<file path="src/rtl/fp_div_pkg.sv">
// Shared widths and FSM encoding for the sequential significand divider.
package fp_div_pkg;
    localparam int SIG_W = 24;
    localparam int Q_W   = 25;
    localparam int CNT_W = 5;

    typedef enum logic [1:0] {
        IDLE = 2'd0,
        RUN  = 2'd1,
        DONE = 2'd2
    } state_t;
endpackage

</file>
<file path="src/rtl/significand_div_seq_if.sv">
// Request/result bundle between the decompose stage, the divider and the packing stage.
interface significand_div_seq_if;
    import fp_div_pkg::*;

    logic             start;
    logic [SIG_W-1:0] sig_a;
    logic [SIG_W-1:0] sig_b;
    logic             busy;
    logic             done;
    logic [Q_W-1:0]   sig_div;
    logic             sticky;
    logic             div_by_zero;

    modport master (
        output start, sig_a, sig_b,
        input  busy, done, sig_div, sticky, div_by_zero
    );

    modport slave (
        input  start, sig_a, sig_b,
        output busy, done, sig_div, sticky, div_by_zero
    );
endinterface

</file>
<file path="src/rtl/sig_div_step.sv">
// One restoring-division step: compare, conditionally subtract, emit the quotient bit.
module sig_div_step
    import fp_div_pkg::*;
(
    input  logic [Q_W-1:0]   rem_i,
    input  logic [SIG_W-1:0] divisor_i,
    output logic             q_bit_o,
    output logic [Q_W-1:0]   rem_o
);
    logic           ge;
    logic [Q_W-1:0] diff;

    // A set rem MSB already exceeds any 24-bit divisor, so only the low bits need comparing.
    assign ge      = rem_i[Q_W-1] | (rem_i[SIG_W-1:0] >= divisor_i);
    assign diff    = rem_i - {1'b0, divisor_i};
    assign q_bit_o = ge;
    assign rem_o   = ge ? diff : rem_i;
endmodule

</file>
<file path="src/rtl/significand_div_seq.sv">
// Sequential restoring divider for FP significands: 25 quotient bits, one per clock, MSB first.
module significand_div_seq
    import fp_div_pkg::*;
(
    input  logic                 clk,
    input  logic                 rst_n,
    significand_div_seq_if.slave bus
);
    state_t           state_q, state_d;
    logic [CNT_W-1:0] cnt_q, cnt_d;
    logic [Q_W-1:0]   rem_q, rem_d;
    logic [Q_W-1:0]   quo_q, quo_d;
    logic [Q_W-1:0]   res_q, res_d;
    logic [SIG_W-1:0] dvs_q, dvs_d;
    logic             sticky_q, sticky_d;
    logic             dbz_q, dbz_d;

    logic             step_bit;
    logic [Q_W-1:0]   step_rem;
    logic             accept;
    logic             b_zero;

    assign accept = (state_q == IDLE) && bus.start;
    assign b_zero = (bus.sig_b == '0);

    sig_div_step u_step (
        .rem_i     (rem_q),
        .divisor_i (dvs_q),
        .q_bit_o   (step_bit),
        .rem_o     (step_rem)
    );

    always_ff @(posedge clk or negedge rst_n) begin
        if (!rst_n) state_q <= IDLE;
        else        state_q <= state_d;
    end

    always_comb begin
        state_d = state_q;
        case (state_q)
            IDLE:    if (bus.start) state_d = b_zero ? DONE : RUN;
            RUN:     if (cnt_q == '0) state_d = DONE;
            DONE:    state_d = IDLE;
            default: state_d = IDLE;
        endcase
    end

    always_comb begin
        bus.busy = (state_q == RUN);
        bus.done = (state_q == DONE);
    end

    // Working registers follow the FSM; result registers only move at completion.
    always_comb begin
        cnt_d    = cnt_q;
        rem_d    = rem_q;
        quo_d    = quo_q;
        res_d    = res_q;
        dvs_d    = dvs_q;
        sticky_d = sticky_q;
        dbz_d    = dbz_q;
        if (accept) begin
            if (b_zero) begin
                dbz_d    = 1'b1;
                res_d    = '1;
                sticky_d = 1'b0;
            end else begin
                dbz_d = 1'b0;
                rem_d = {1'b0, bus.sig_a};
                dvs_d = bus.sig_b;
                cnt_d = CNT_W'(SIG_W);
                quo_d = '0;
            end
        end else if (state_q == RUN) begin
            quo_d = {quo_q[Q_W-2:0], step_bit};
            cnt_d = cnt_q - 1'b1;
            if (cnt_q == '0) begin
                rem_d    = step_rem;
                res_d    = {quo_q[Q_W-2:0], step_bit};
                sticky_d = |step_rem;
            end else begin
                rem_d = {step_rem[Q_W-2:0], 1'b0};
            end
        end
    end

    always_ff @(posedge clk or negedge rst_n) begin
        if (!rst_n) begin
            cnt_q    <= '0;
            rem_q    <= '0;
            quo_q    <= '0;
            res_q    <= '0;
            dvs_q    <= '0;
            sticky_q <= 1'b0;
            dbz_q    <= 1'b0;
        end else begin
            cnt_q    <= cnt_d;
            rem_q    <= rem_d;
            quo_q    <= quo_d;
            res_q    <= res_d;
            dvs_q    <= dvs_d;
            sticky_q <= sticky_d;
            dbz_q    <= dbz_d;
        end
    end

    assign bus.sig_div     = res_q;
    assign bus.sticky      = sticky_q;
    assign bus.div_by_zero = dbz_q;
endmodule

</file>
<file path="src/flat_wrapper.sv">
// flat-port wrapper written by rule: the top's interface ports become plain ports
module significand_div_seq_flat import fp_div_pkg::*;
  (clk, rst_n, bus_start, bus_sig_a, bus_sig_b, bus_busy, bus_done, bus_sig_div, bus_sticky, bus_div_by_zero);
  significand_div_seq_if bus_i ();
  input  logic clk;
  input  logic rst_n;
  input wire logic [$bits(bus_i.start)-1:0] bus_start;
  input wire logic [$bits(bus_i.sig_a)-1:0] bus_sig_a;
  input wire logic [$bits(bus_i.sig_b)-1:0] bus_sig_b;
  output wire logic [$bits(bus_i.busy)-1:0] bus_busy;
  output wire logic [$bits(bus_i.done)-1:0] bus_done;
  output wire logic [$bits(bus_i.sig_div)-1:0] bus_sig_div;
  output wire logic [$bits(bus_i.sticky)-1:0] bus_sticky;
  output wire logic [$bits(bus_i.div_by_zero)-1:0] bus_div_by_zero;
  assign bus_i.start = bus_start;
  assign bus_i.sig_a = bus_sig_a;
  assign bus_i.sig_b = bus_sig_b;
  assign bus_busy = bus_i.busy;
  assign bus_done = bus_i.done;
  assign bus_sig_div = bus_i.sig_div;
  assign bus_sticky = bus_i.sticky;
  assign bus_div_by_zero = bus_i.div_by_zero;
  significand_div_seq u_core (.clk(clk), .rst_n(rst_n), .bus(bus_i));
endmodule
</file>
<file path="config.mk">
export PLATFORM = sky130hd
export DESIGN_NAME = significand_div_seq_flat
export DESIGN_NICKNAME = d
export VERILOG_FILES = /design/src/rtl/fp_div_pkg.sv /design/src/rtl/significand_div_seq_if.sv /design/src/rtl/sig_div_step.sv /design/src/rtl/significand_div_seq.sv /design/src/flat_wrapper.sv
export SDC_FILE = /design/constraint.sdc
export NUM_CORES = 1
export LEC_CHECK = 0
export ABC_AREA = 1
export CAP_MARGIN = 25
export CORE_MARGIN = 2
export CORE_UTILIZATION = 30
export DETAILED_ROUTE_END_ITERATION = 8
export PLACE_DENSITY = 0.56
export SYNTH_ARGS = -nofsm -noshare
export SYNTH_HDL_FRONTEND = slang
export SYNTH_SLANG_ARGS = --single-unit
</file>
<file path="constraint.sdc">
create_clock -name clk -period 2.9 [get_ports clk]
set_input_delay 0.29 -clock clk [delete_from_list [all_inputs] [get_ports clk]]
set_output_delay 0.29 -clock clk [all_outputs]
set_load 0.02 [all_outputs]
</file>
==> flow_summary.toml <==
[outcome]
status = "complete, but fails checks"
violations = "negative hold slack"

[cts]
cts_buffers = 9
htreeDepth = 3
insertion_delay_ns = 0.37
clock-sinks = 107
post-cts-setup-buffer-count = 0
clock_path_buffers = 2
cts_tree = "done"
path_clk_slew_ns = 0.09
ctsRootBufferMaster = "clkbuf_16"

[logic_synthesis]
syn_inst = 958
ys_ff_latch = 107
ys_top_cells_by_count = "nand2_1 (265), inv_1 (177), dfrtp_1 (107)"
synth_top_cell_area_share_pct = 39.49
ys_types = 40
synthTopCellsByArea = "dfrtp_1 (39%), nand2_1 (15%), inv_1 (9.8%), ha_1 (4.6%), a21oi_1 (4.4%)"
synth.avg_cell_area_um2 = 7.078
ys_warn_count = 0
synth_fp_nets = 1035
syn-cell-area_um2 = 6780
yosysMostFrequentCell = "nand2_1"
ys.flop_type = "dfrtp_1"
synth-edff-count = 0
synthArstFlopShare_pct = 100.0
yosysTopAreaCell = "dfrtp_1"
seq_area_frac_synth_pct = 39.49

[detailed_routing]
vias = 6366
vias_per_cell = 4.779
wl_per_cell_um = 15.43
ant_nets = 0
drtIter0Drc = 497
drc = 0
dr.pass1.iters = 5
drt-total-wl_um = 20560

[setup_path]
cp_max_fo = 13
critPathKind = "register to register"
cp-start-kind = "register"
r2r_start = "u_core.rem_q[19]$_DFFE_PN0P_"
endpoint_kind = "register"
cp.required_ns = 3.16
worstPathArrival_ns = 2.94
startpoint = "u_core.rem_q[19]$_DFFE_PN0P_"

[sta]
fin_crit_ns = 2.679
relSlewSlack_pct = 52.16
worstMarginPinSlew_ns = 0.7176
hold_ws_ns = -0.03477
rsz0062_at_grt = "false"
fin_crit_sh_pct = 92.37
clock-skew-final_ns = 0.01269
fmax_mhz = 373.3
finalSetupViolations = 0
hold_viol_final = 18
tns_ns = 0
slew_violations = 0

[placement]
dp_hpwl_um = 15620
place_congestion = 0.9890
io_buffers = 79

[die]
start_util_pct = 30.22
fp.dieH_um = 154.3
row_count = 55
die_w_um = 154.3
io_pins = 80
coreArea_um2 = 22430
die-area_um2 = 23820

[global_route]
grt_first_pass_wirelength_um = 33810
grt_pass1_vias = 6402
grtUsageTotal_pct = 17.83
grt_overflow = 0
grt_max_degree = 56
antenna_found_initial = 0

[job]
cap_violations = 0

[cells_and_area]
diodes = 0
fin_nets = 1119
drive_gt1_share_pct = 7.163
syn_to_final_growth_pct = 22.46

[worst_hold_path]
hp-class = "input pin to asynchronous set/reset pin"
layer usage:
layer / routed length [um] / GRT usage, % / vias up
li1: - / - / 3205
met1: 9050 / 22.91 / 2982
met2: 9829 / 29.79 / 147
met3: 1107 / 3.530 / 32
met4: 571 / 6.746 / 0
met5: 0 / 0 / -
sequential cells by signal, summed over array words and instances (netlist names):
name and flops:
u_core.bus.div_by_zero 1, u_core.bus.sig_div 25, u_core.bus.sticky 1, u_core.cnt_q 5, u_core.dvs_q 24, u_core.quo_q 24
u_core.rem_q 25, u_core.state_q 2
metrics by stage:
| step | util [%] | cell area (um^2) | worst slack [ns] | std cells |
|---|---|---|---|---|
| 6_report | 37.01 | 8303 | 0.2212 | 1332 |
| 4_1_cts | 36.82 | 8259 | 0.09739 | 1331 |
| 3_3_place_gp | 35.49 | 7961 | 0.2145 | 1315 |
| 2_1_floorplan | - | 6780 | 0.5496 | 958 |
| 3_5_place_dp | 35.49 | 7961 | 0.1189 | 1315 |
| 5_1_grt | 37.01 | 8303 | 0.006968 | 1332 |
cell type report:
cell class              count  area, um^2
fillers                  2388       14130
repair buffers            100       988.4
inverters                 185       696.9
flip-flops and latches    107        2678
clock buffers               9       225.2
multi-input cells         639        3286
well taps                 285       356.6
clock inverters             7       72.57
what timing repair did:
item                                    in CTS  in global routing
hold endpoints to repair                     0                  0
gates resized for setup                      0                  6
hold buffers                                 0                  0
endpoints found under the setup margin       0                  3
worst paths after layout:
kind                                                 end  slack (ns)  cells after the start
setup / recovery           u_core.bus.sticky$_DFFE_PN0P_        0.22                     16
hold / removal               u_core.quo_q[9]$_DFFE_PN0P_       -0.03                      1
setup reg to reg           u_core.bus.sticky$_DFFE_PN0P_        0.22                     16
hold reg to reg             u_core.dvs_q[11]$_DFFE_PN0P_        0.49                      2
max in group asynchronous    u_core.rem_q[1]$_DFFE_PN0P_        2.20                      2
min in group clk            u_core.dvs_q[11]$_DFFE_PN0P_        0.49                      2
critical path: stages (launching register included):
cell and delay, ns:
dfrtp_1 0.43, ha_1 0.37, a21oi_1 0.29, nand2_1 0.14, nand2_1 0.07, nand2_1 0.08, a21oi_2 0.15, nand4_4 0.13
buf_12 0.19, inv_4 0.10, nand2_1 0.06, nand2_1 0.10, nand3_1 0.12, nor2_2 0.13, nand3_1 0.08, nand2_1 0.06
nand2_1 0.05
cell families after synthesis:
kind of cell	Yosys count	synth area share [%]
AOI/OAI and AO/OA	168	14.06
adders and majority gates	26	4.909
DFF	107	39.49
and+or+nand+nor	431	27.40
buffers and inverters	212	12.33
xor gates and xnor gates	14	1.808
cells in the final DEF (no fill, tap or decap), types with 12 or more instances in the layout:
cell type	count
nand2_1	265
inv_1	177
dfrtp_1	107
clkdlybuf4s50_1	78
nor2_1	69
a21oi_1	59
o21ai_0	45
nand3_1	43
o22ai_1	27
ha_1	24
buf_4	19
nand4_1	18
a22oi_1	15
xor2_1	12
Power is left out: the tool's default activity adds up to more than one toggle a clock period on the data nets, which glitch-free logic cannot reach.
